`config.mk`:
```
export PLATFORM = sky130hd
export DESIGN_NAME = fifo128_serializer
export DESIGN_NICKNAME = d
export VERILOG_FILES = /design/src/rtl/aes_vp_pkg.sv /design/src/rtl/fifo128_serializer.sv
export SDC_FILE = /design/constraint.sdc
export NUM_CORES = 1
export LEC_CHECK = 0
export CAP_MARGIN = 20
export CORE_ASPECT_RATIO = 2
export CORE_MARGIN = 2
export CORE_UTILIZATION = 40
export DETAILED_ROUTE_END_ITERATION = 8
export GPL_TIMING_DRIVEN = 1
export PLACE_DENSITY = 0.77
export SYNTH_ARGS = -nofsm -noshare
export SYNTH_HDL_FRONTEND = slang
export SYNTH_SLANG_ARGS = --single-unit
```
`constraint.sdc`:
```
create_clock -name clk -period 2.3 [get_ports clk]
set_clock_uncertainty 0.05 [all_clocks]
set_input_delay 0.345 -clock clk [delete_from_list [all_inputs] [get_ports clk]]
set_output_delay 0.345 -clock clk [all_outputs]
set_load 0.02 [all_outputs]
```
`src/rtl/aes_vp_pkg.sv`:
```
// rtl/aes_vp_pkg.sv - shared constants, FSM state type and beat-count helper for the AES verify platform
package aes_vp_pkg;

  // Width of one plaintext block as stored in the data FIFO.
  localparam int BLK_W = 128;

  // Serializer control states.
  typedef enum logic [1:0] {
    IDLE  = 2'd0,
    FETCH = 2'd1,
    SEND  = 2'd2
  } state_e;

  // Number of bus beats needed to carry one block.
  function automatic int beats(input int bus_w);
    return BLK_W / bus_w;
  endfunction

endpackage

```
`src/rtl/fifo128_serializer.sv`:
```
// rtl/fifo128_serializer.sv - pops 128-bit FIFO blocks and streams them MSB-first as BUS_W-bit beats; FIFO128_SER_BLKCNT_EN adds blk_cnt
module fifo128_serializer
  import aes_vp_pkg::*;
#(
  parameter int BUS_W = 32
) (
  input  logic             clk,
  input  logic             rst,
  input  logic [127:0]     fifo_data,
  input  logic             fifo_empty,
  output logic             fifo_rd,
  output logic [BUS_W-1:0] ser_data,
  output logic             ser_valid,
  input  logic             ser_ready,
  output logic             ser_first,
  output logic             ser_last,
  output logic             busy
`ifdef FIFO128_SER_BLKCNT_EN
  ,
  output logic [31:0]      blk_cnt
`endif
);

  localparam int BEATS = beats(BUS_W);
  localparam int CNT_W = (BEATS > 1) ? $clog2(BEATS) : 1;
  localparam logic [CNT_W-1:0] LAST_BEAT = CNT_W'(BEATS - 1);

  state_e             state_q, state_d;
  logic [CNT_W-1:0]   cnt_q, cnt_d;
  logic [BLK_W-1:0]   shreg_q, shreg_d;
  logic               last_hs;

  // State, beat counter and shift register; reset discards any block in flight.
  always_ff @(posedge clk) begin
    if (rst) begin
      state_q <= IDLE;
      cnt_q   <= '0;
      shreg_q <= '0;
    end else begin
      state_q <= state_d;
      cnt_q   <= cnt_d;
      shreg_q <= shreg_d;
    end
  end

  // Next-state logic; the FIFO is only popped when idle or while the last beat is taken.
  always_comb begin
    state_d   = state_q;
    cnt_d     = cnt_q;
    shreg_d   = shreg_q;
    fifo_rd   = 1'b0;
    ser_valid = 1'b0;
    last_hs   = 1'b0;
    case (state_q)
      IDLE: begin
        fifo_rd = !fifo_empty;
        if (!fifo_empty) state_d = FETCH;
      end
      FETCH: begin
        // FIFO read data is valid one cycle after the pop.
        shreg_d = fifo_data;
        cnt_d   = '0;
        state_d = SEND;
      end
      SEND: begin
        ser_valid = 1'b1;
        if (ser_ready) begin
          shreg_d = shreg_q << BUS_W;
          if (cnt_q == LAST_BEAT) begin
            last_hs = 1'b1;
            cnt_d   = '0;
            fifo_rd = !fifo_empty;
            state_d = fifo_empty ? IDLE : FETCH;
          end else begin
            cnt_d = cnt_q + CNT_W'(1);
          end
        end
      end
      default: state_d = IDLE;
    endcase
    // A pop during reset would lose a block the FSM is about to forget.
    if (rst) fifo_rd = 1'b0;
  end

  assign ser_data  = shreg_q[BLK_W-1 -: BUS_W];
  assign ser_first = ser_valid && (cnt_q == '0);
  assign ser_last  = ser_valid && (cnt_q == LAST_BEAT);
  assign busy      = (state_q != IDLE);

`ifdef FIFO128_SER_BLKCNT_EN
  logic [31:0] blk_cnt_q;

  // Completed-block counter, wraps naturally at 2^32.
  always_ff @(posedge clk) begin
    if (rst) blk_cnt_q <= '0;
    else if (last_hs) blk_cnt_q <= blk_cnt_q + 32'd1;
  end

  assign blk_cnt = blk_cnt_q;
`endif

endmodule

```
==> qor.log, run 1 <==
qor: outcome.run_status finished, final reports clean
qor: place.place.port_buffers 168
qor: yosys.synthesis.nets 875
qor: place.dp_hpwl 9.830 mm
qor: sta.clock.fmax 0.4606 GHz
qor: floorplanning.die_height 182.1 um
qor: pwr.vdd_drop_max 0.5167 mV
qor: floorplanning.initial_utilization 40.64%
qor: route.drc 0
qor: floorplanning.design.die.area 16950 um2
qor: finish.n_antenna_cell 0
qor: cts.cts_root_buffer sky130_fd_sc_hd__clkbuf_16
qor: critical_path.critical-path-max-stage-delay 600 ps
qor: critical_path.endpoint_kind output pin
qor: place.globalplace.congestion 0.7316
qor: critical_path.cp_max_fo 11
qor: sta.unrepaired_setup_endpoints_after_global_routing false
qor: cts.cts_sinks 132
qor: yosys.synth_seq_cells 132
qor: yosys.yosysTopAreaCellShare 41.64%
qor: route.first_pass_iters 4
qor: finish.drive_above_1_share 17.55%
qor: yosys.synthesis.area 6346 um2
qor: job.max_cap_viol_count 0
qor: critical_path.setup.worst_path.class reg -> out
qor: critical_path.startpoint_type_of_the_worst_setup_path register
qor: worst_hold_path.hold_path.class reg -> reg
qor: finish.area_growth 31.78%
qor: grt.grt_first_pass_wirelength 24.68 mm
qor: finish.layout.cells.most_common sky130_fd_sc_hd__nor2_1
qor: cts.cts_buffer_depth 2
qor: critical_path.critical_path.slowest_cell sky130_fd_sc_hd__clkdlybuf4s50_1
qor: grt.gr-total-overflow 0
qor: pwr.p_leak 0.003154 uW
qor: pwr.report.power.total 6245 uW
qor: cts.postCtsSetupBuffers 0
qor: yosys.yosys_warnings 0
qor: sta.setup_tns 0 ps
qor: sta.period_needed 2171 ps
qor: yosys.yosys-top-cells-area sky130_fd_sc_hd__dfxtp_1 (42%), sky130_fd_sc_hd__nor4_2 (15%), sky130_fd_sc_hd__nor2_1 (11%)
qor: route.finalWirelength 15.00 mm
qor: cts.cts.reportedPaths.clkPinSlew 60 ps
qor: floorplanning.num_io_pins 169
qor: floorplanning.core_area 15620 um2
qor: cts.cts_buffers 17
qor: finish.layout_common_cells sky130_fd_sc_hd__nor2_1 (193), sky130_fd_sc_hd__clkdlybuf4s50_1 (166), sky130_fd_sc_hd__dfxtp_1 (132), sky130_fd_sc_hd__nor4_2 (74), sky130_fd_sc_hd__nor3_1 (66)
qor: finish.design_area 8363 um2
qor: sta.max_slew_headroom 46.81%
qor: yosys.post_synth_num_cell_types 26
qor: route.drt-wirelength-per-cell 14.29 um
qor: cts.cts-htree-levels 4
qor: finish.number_of_nets_in_the_final_layout 972
qor: sta.setup_viol 0
qor: cts.clkLatencyLatePin 400 ps
qor: critical_path.path_cells nor2b_2 -> and2_1 -> clkdlybuf4s50_1
qor: grt.antenna_found_initial 0
qor: route.routed-via-count 5305
qor: yosys.post_syn_instances 741
qor: sta.drv_slew 0
qor: route.drt.antenna.violating_nets 0
qor: place.placedInstanceArea 7819 um2
qor: yosys.seq_area_frac_synth 41.64%
qor: grt.grt_start_max_net_pins 133
qor: grt.grt.total_usage 17.72%
qor: floorplanning.floorplan.rows 65
qor: route.routed_via_density 5.052
qor: grt.grt_pass1_vias 5088
qor: route.drt-initial-drc-count 318
qor: critical_path.cp.arrival 1780 ps
qor: critical_path.cp.required 1900 ps
qor: yosys.yosys.area.top_type sky130_fd_sc_hd__dfxtp_1
qor: sta.min_period_over_period 94.39%
qor: sta.hold_violations 0
qor: pwr.power_density 746.7 nW/um2
qor: floorplanning.fp.dieW 93.07 um
qor: finish.finalCoreUtilization 53.56%
qor: sta.worstMarginPinSlew 797.8 ps
qor: cts.cts_tree built
qor: yosys.synth_area_per_cell 8.564 um2
==> worst max-delay path, delay by kind of cell, from the launching register on <==
kind	cells	cell delay (ps)
buffers and inverters	1	600
flip-flops	1	420
AND/OR/NAND/NOR	2	350
==> routing by layer <==
layer / share of wire (%) / wire length (um) / global-route usage (%)
met2: 44 / 6531 / 26.96
met1: 49 / 7368 / 25.38
met5: 0 / 0 / 0
met3: 6.2 / 925 / 3.799
met4: 1.2 / 177 / 4.882
==> report_power, final <==
group,total (uW),switching [uW],internal [uW]
logic,1150,563,584
registers,2610,121,2490
clock network,2490,962,1520
==> path summary, 6_finish.rpt <==
check / endpoint / from / cells after the start / slack [ps]
setup / recovery: ser_first / state_q[0] / 3 / 130
setup reg to reg: shreg_q[103] / state_q[0] / 4 / 570
hold reg to reg: shreg_q[22] / shreg_q[22] / 2 / 410
hold / removal: shreg_q[22] / shreg_q[22] / 2 / 410
==> flip-flops by register name (all words and copies together), names as in the netlist <==
signal   flops
state_q      2
cnt_q        2
shreg_q    128
==> cells by family (layout without fill, tap and decap cells) <==
group	count (synthesis)	count (layout)	share of synthesized area, %
AND/OR/NAND/NOR	464	464	44.24
flip-flops	132	132	41.64
adder cells (fa/ha/maj)	2	2	0.3943
AO/OA/AOI/OAI	38	38	3.135
buffers and inverters	105	213	10.59
==> cells in the mapped netlist (all sizes together) <==
master,instances
a21boi,1
a21oi,35
a32oi,1
and2,2
and3b,1
buf,88
clkbuf,14
dfxtp,132
ha,2
inv,3
nand2,32
nand2b,3
nand3,34
nand3b,1
nor2,193
nor2b,3
nor3,96
nor4,98
nor4bb,1
o21bai,1
==> layout make-up <==
type / instances / area [um2]
clock inverters: 9 / 82.58
fillers: 1475 / 7252
clock buffers: 21 / 460.4
inverters: 3 / 11.26
flip-flops and latches: 132 / 2643
well taps: 201 / 251.5
repair buffers: 180 / 1872
multi-input cells: 504 / 3043
==> per-stage QoR <==
step	hold WS [ps]	worst slack, ps	std cells
floorplan	373.7	509.0	741
global placement	402.0	122.1	1020
detailed placement	408.1	81.84	1020
CTS	414.6	78.66	1050
global route	429.0	14.04	1050
finish	413.4	128.9	1050
==> what timing repair did <==
item | CTS | global route
endpoints found under the setup margin | 2 | 0
resized for setup | 2 | 0
hold buffers | 0 | 0
(Power assumes the default switching activity.)
==> run 2, diff against run 1 <==
Settings changed: CORE_ASPECT_RATIO 2 to unset, CTS_CLUSTER_DIAMETER set to 150.
Clock period 2.3 ns to 2.2 ns, I/O delays scaled along.
==> qor.log, run 2 (synthesis gave the netlist of run 1 again) <==
qor: outcome.run_status finished, final reports clean
qor: route.drt-wirelength-per-cell 15.07 um
qor: route.routed_via_density 4.984
qor: critical_path.setup.worst_path.class reg -> out
qor: cts.cts_sinks 132
qor: route.finalWirelength 16.17 mm
qor: worst_hold_path.hold_path.class in -> reg
qor: cts.cts_root_buffer sky130_fd_sc_hd__clkbuf_16
qor: cts.postCtsSetupBuffers 0
qor: floorplanning.core_area 15710 um2
qor: cts.cts-htree-levels 4
qor: critical_path.r2r_start state_q[0]
qor: grt.grtUsageMet2 28.43%
qor: finish.finalCoreUtilization 54.35%
qor: place.placedInstanceArea 7988 um2
qor: worst_hold_path.hold_start fifo_data[30]
qor: floorplanning.design.die.area 16890 um2
qor: finish.drive_above_1_share 18.67%
qor: grt.grt_start_max_net_pins 133
qor: finish.n_antenna_cell 0
qor: finish.layout_common_cells sky130_fd_sc_hd__nor2_1 (193), sky130_fd_sc_hd__clkdlybuf4s50_1 (164), sky130_fd_sc_hd__dfxtp_1 (130), sky130_fd_sc_hd__nor4_2 (74), sky130_fd_sc_hd__nor3_1 (66)
qor: critical_path.cp.arrival 1720 ps
qor: sta.min_period_over_period 95.42%
qor: sta.setup_tns 0 ps
qor: sta.worstMarginPinSlew 797.0 ps
qor: cts.cts_buffer_depth 2
qor: grt.antenna_found_initial 0
qor: floorplanning.fp.dieW 130.0 um
qor: finish.area_growth 34.56%
qor: critical_path.cp_max_fo 11
qor: route.first_pass_iters 7
qor: finish.layout.cells.most_common sky130_fd_sc_hd__nor2_1
qor: cts.cts_buffers 17
qor: place.place.port_buffers 168
qor: grt.grt_first_pass_wirelength 25.19 mm
qor: floorplanning.num_io_pins 169
qor: sta.setup_viol 0
qor: route.routed-via-count 5348
qor: sta.max_slew_headroom 46.87%
qor: grt.met3_usage 4.100%
qor: pwr.report.power.total 6675 uW
qor: critical_path.startpoint_type_of_the_worst_setup_path register
qor: job.max_cap_viol_count 0
qor: route.drt-initial-drc-count 392
qor: critical_path.setup.reg_to_reg.worst_slack 530 ps
qor: cts.cts_tree built
qor: sta.unrepaired_setup_endpoints_after_global_routing false
qor: critical_path.reg2regPathDepth 4
qor: finish.largest_reg_flops 128
qor: worst_hold_path.worst_hold_path.num_cells 3
qor: finish.design_area 8539 um2
qor: critical_path.reg2reg_to shreg_q[105]
qor: place.dp_hpwl 10.50 mm
qor: grt.grt.total_usage 19.12%
qor: cts.cts_hold_buf 0
qor: pwr.p_leak 0.003256 uW
qor: floorplanning.floorplan.rows 46
qor: worst_hold_path.worstHoldEndpoint shreg_q[30]
qor: grt.globalRouteMet1Util 27.33%
qor: cts.clkLatencyLatePin 420 ps
qor: sta.worst_hold_slack 411.1 ps
qor: floorplanning.die_height 130.0 um
qor: finish.largest_registers_in_the_final_layout shreg_q: 128 flops, cnt_q: 2 flops, state_q: 2 flops
qor: grt.grt_pass1_vias 4902
qor: sta.drv_slew 0
qor: pwr.vdd_drop_max 0.5574 mV
qor: finish.number_of_nets_in_the_final_layout 982
qor: critical_path.endpoint_kind output pin
qor: place.globalplace.congestion 0.7953
qor: sta.clock.fmax 0.4764 GHz
qor: grt.global_route.peak_usage_layer met2
qor: route.drc 0
qor: critical_path.cp.required 1820 ps
qor: finish.regMostFlops shreg_q
qor: cts.cts_resized 5
qor: pwr.power_density 781.7 nW/um2
qor: grt.gr-total-overflow 0
qor: route.drt.antenna.violating_nets 0
qor: floorplanning.initial_utilization 40.39%
qor: sta.hold_violations 0
qor: cts.cts.reportedPaths.clkPinSlew 50 ps
qor: sta.period_needed 2099 ps
==> run 2: worst max-delay path by stage <==
stage / from / endpoint / slack, ps / depth (start not counted)
2_1_floorplan: rst / fifo_rd / 440 / 3
3_3_place_gp: ser_ready / fifo_rd / 80 / 4
3_5_place_dp: ser_ready / fifo_rd / 80 / 4
4_1_cts: state_q[0] / busy / 70 / 3
5_1_grt: state_q[1] / ser_valid / 20 / 2
6_report: state_q[1] / ser_valid / 100 / 2
==> run 2: metrics by stage <==
step	cells	setup slack [ps]
final	1073	100.9
after global routing	1073	15.54
after CTS	1073	74.83
after detailed placement	1045	81.05
after global placement	1045	79.85
after floorplan	741	439.0
==> run 2: critical path: stages, from the launching register on <==
cell                              delay, ps
sky130_fd_sc_hd__dfxtp_2                440
sky130_fd_sc_hd__nor2b_2                240
sky130_fd_sc_hd__clkdlybuf4s50_1        630
==> run 2: per-layer routing <==
layer / up-vias / wire length, um
li1: 2736 / -
met1: 2443 / 7705
met2: 152 / 7455
met3: 17 / 779
met4: 0 / 226
met5: - / 0
==> run 2: area by class of cell <==
class	count	area (um2)
Tap cell	216	270.3
Fill cell	1430	7173
Sequential cell	132	2645
Clock inverter	6	80.08
Timing Repair Buffer	190	2016
Clock buffer	22	474.2
Inverter	3	11.26
Multi-Input combinational cell	504	3043
==> run 2: where the power goes <==
group / switching (uW) / leakage (uW) / internal, uW
clock network: 977 / 0.000277 / 1720
logic: 599 / 0.00189 / 635
registers: 136 / 0.00108 / 2610
==> run 3, diff against run 2 <==
Settings changed: CORE_MARGIN 2 to unset, PLACE_DENSITY 0.77 to 0.8, RECOVER_POWER set to 100.
Clock period 2.2 ns to 1.8 ns, I/O delays scaled along.
==> qor.log, run 3 (synthesis gave the netlist of run 1 again) <==
qor: pwr.p_leak 0.003312 uW
qor: grt.grt_pass1_vias 5082
qor: route.finalWirelength 16.11 mm
qor: critical_path.cp_max_fo 3
qor: floorplanning.num_io_pins 169
qor: route.drc 0
qor: grt.grt_first_pass_wirelength 25.47 mm
qor: critical_path.r2r_start state_q[0]
qor: critical_path.reg2regPathDepth 6
qor: worst_hold_path.worst_hold_path.num_cells 3
qor: place.dp_hpwl 10.71 mm
qor: pwr.p_comb_share 17.8%
qor: job.max_cap_viol_count 0
qor: critical_path.startpoint_type_of_the_worst_setup_path register
qor: route.drt-initial-drc-count 413
qor: cts.cts-htree-levels 4
qor: worst_hold_path.hold_path.class in -> reg
qor: pwr.cellInternalPower 6246 uW
qor: grt.grt_start_max_net_pins 133
qor: sta.setup_viol 0
qor: floorplanning.die_height 128.0 um
qor: route.routed-via-count 5384
qor: place.place.port_buffers 168
qor: route.drt-wirelength-per-cell 14.85 um
qor: grt.antenna_found_initial 0
qor: floorplanning.design.die.area 16370 um2
qor: floorplanning.fp.dieW 128.0 um
qor: sta.period_needed 1734 ps
qor: cts.cts_tree built
qor: pwr.switching_share 25.91%
qor: place.dpl.cell_count 1052
qor: worst_hold_path.worstHoldEndpoint shreg_q[4]
qor: finish.drive_above_1_share 19.79%
qor: sta.clock.fmax 0.5768 GHz
qor: sta.hold_violations 0
qor: grt.grt.total_usage 19.98%
qor: sta.unrepaired_setup_endpoints_after_global_routing false
qor: finish.n_antenna_cell 0
qor: finish.layout_common_cells sky130_fd_sc_hd__nor2_1 (192), sky130_fd_sc_hd__clkdlybuf4s50_1 (161), sky130_fd_sc_hd__dfxtp_1 (129), sky130_fd_sc_hd__nor3_1 (66), sky130_fd_sc_hd__nor4_2 (65)
qor: cts.cts_hold_buf 0
qor: sta.min_period_over_period 96.31%
qor: finish.layout.cells.most_common sky130_fd_sc_hd__nor2_1
qor: critical_path.cp.required 1480 ps
qor: finish.post_layout_cell_count 1085
qor: pwr.report.power.total 8430 uW
qor: route.drt.antenna.violating_nets 0
qor: finish.largest_reg_flops 128
qor: cts.cts_buffer_depth 2
qor: pwr.total_switching_power 2184 uW
qor: cts.cts_root_buffer sky130_fd_sc_hd__clkbuf_16
qor: critical_path.endpoint_kind output pin
qor: critical_path.setup.worst_path.class reg -> out
qor: sta.worstMarginPinSlew 787.0 ps
qor: pwr.power_density 978.8 nW/um2
qor: place.dp_worst_setup_slack -185.3 ps
qor: sta.drv_slew 0
qor: pwr.power_frac_seq 39.6%
qor: floorplanning.floorplan.rows 45
qor: floorplanning.core_area 15310 um2
qor: grt.gr-total-overflow 0
qor: pwr.share_clk_of_total_power 42.5%
qor: critical_path.reg2reg_to shreg_q[76]
qor: route.first_pass_iters 4
qor: finish.largest_registers_in_the_final_layout shreg_q: 128 flops, cnt_q: 2 flops, state_q: 2 flops
qor: finish.area_growth 35.73%
qor: finish.finalCoreUtilization 56.24%
qor: cts.cts_buffers 17
qor: outcome.run_status finished, final reports clean
qor: sta.worst_hold_slack 352.5 ps
qor: critical_path.cp.arrival 1410 ps
qor: pwr.vdd_drop_max 0.6484 mV
qor: finish.number_of_nets_in_the_final_layout 995
qor: worst_hold_path.hold_start fifo_data[4]
qor: cts.clkLatencyLatePin 410 ps
qor: critical_path.setup.reg_to_reg.worst_slack 140 ps
qor: cts.cts_sinks 132
qor: place.globalplace.congestion 0.7647
qor: finish.regMostFlops shreg_q
qor: floorplanning.initial_utilization 41.44%
qor: cts.cts.reportedPaths.clkPinSlew 60 ps
qor: sta.final_critical_path_setup_slack 66.37 ps
qor: critical_path.startpoint cnt_q[1]
qor: sta.max_slew_headroom 47.53%
qor: route.routed_via_density 4.962
## run 3: cell types whose count changed in the layout (fill, tap and decap cells not counted), sizes merged
| cell | delta |
|---|---|
| dlygate4sd3 | +1 |
| buf | +10 |
| clkbuf | +4 |
| clkinv | -2 |
| inv | +1 |
| bufinv | +1 |
| clkdlybuf4s50 | -3 |
| clkinvlp | +5 |
## run 3: worst max path at each step
stage | slack (ps) | to
5_1_grt | 8 | ser_valid
3_3_place_gp | -200 | fifo_rd
6_report | 70 | fifo_rd
3_5_place_dp | -190 | fifo_rd
4_1_cts | 10 | fifo_rd
2_1_floorplan | 160 | fifo_rd
## run 3: repair_timing
| action | in CTS | in global routing |
|---|---|---|
| setup endpoints to repair | 5 | 3 |
| resized for setup | 14 | 10 |
| buffers inserted | 0 | 1 |
| pin swaps | 0 | 2 |
## run 3: power groups by stage
stage / Sequential [uW] / Clock [uW] / Combinational (uW)
global route: 3370 / 3800 / 1630
floorplan: 3350 / 0 / 1020
global placement: 3400 / 0 / 1500
finish: 3340 / 3590 / 1500
CTS: 3340 / 3650 / 1530
detailed placement: 3400 / 0 / 1530
## run 3: critical path, stage by stage, from the launching register on
cell,delay [ps]
sky130_fd_sc_hd__dfxtp_2,350
sky130_fd_sc_hd__ha_4,160
sky130_fd_sc_hd__a21boi_2,70
sky130_fd_sc_hd__nor4_2,230
sky130_fd_sc_hd__buf_2,210
## run 3: metal layers
layer | share of wire, % | routed length, um | GRT usage (%) | vias up
met5 | 0 | 0 | 0 | -
met4 | 1.3 | 209 | 7.266 | 0
met3 | 4.2 | 680 | 4.674 | 13
met2 | 45 | 7314 | 30.34 | 146
met1 | 49 | 7908 | 27.54 | 2459
li1 | - | - | - | 2766
## run 3: metrics by stage
stage	cell area (um2)	TNS, ps
final	8613	0
after global routing	8613	0
after CTS	8670	0
after detailed placement	8059	-1658
after global placement	8059	-1078
after floorplan	6346	0
## run 3: layout make-up
class | count | area (um2)
Clock buffer | 21 | 470.5
Clock inverter | 11 | 150.1
Fill cell | 1373 | 6701
Inverter | 3 | 11.26
Multi-Input combinational cell | 504 | 3003
Sequential cell | 132 | 2646
Tap cell | 211 | 264.0
Timing Repair Buffer | 203 | 2068
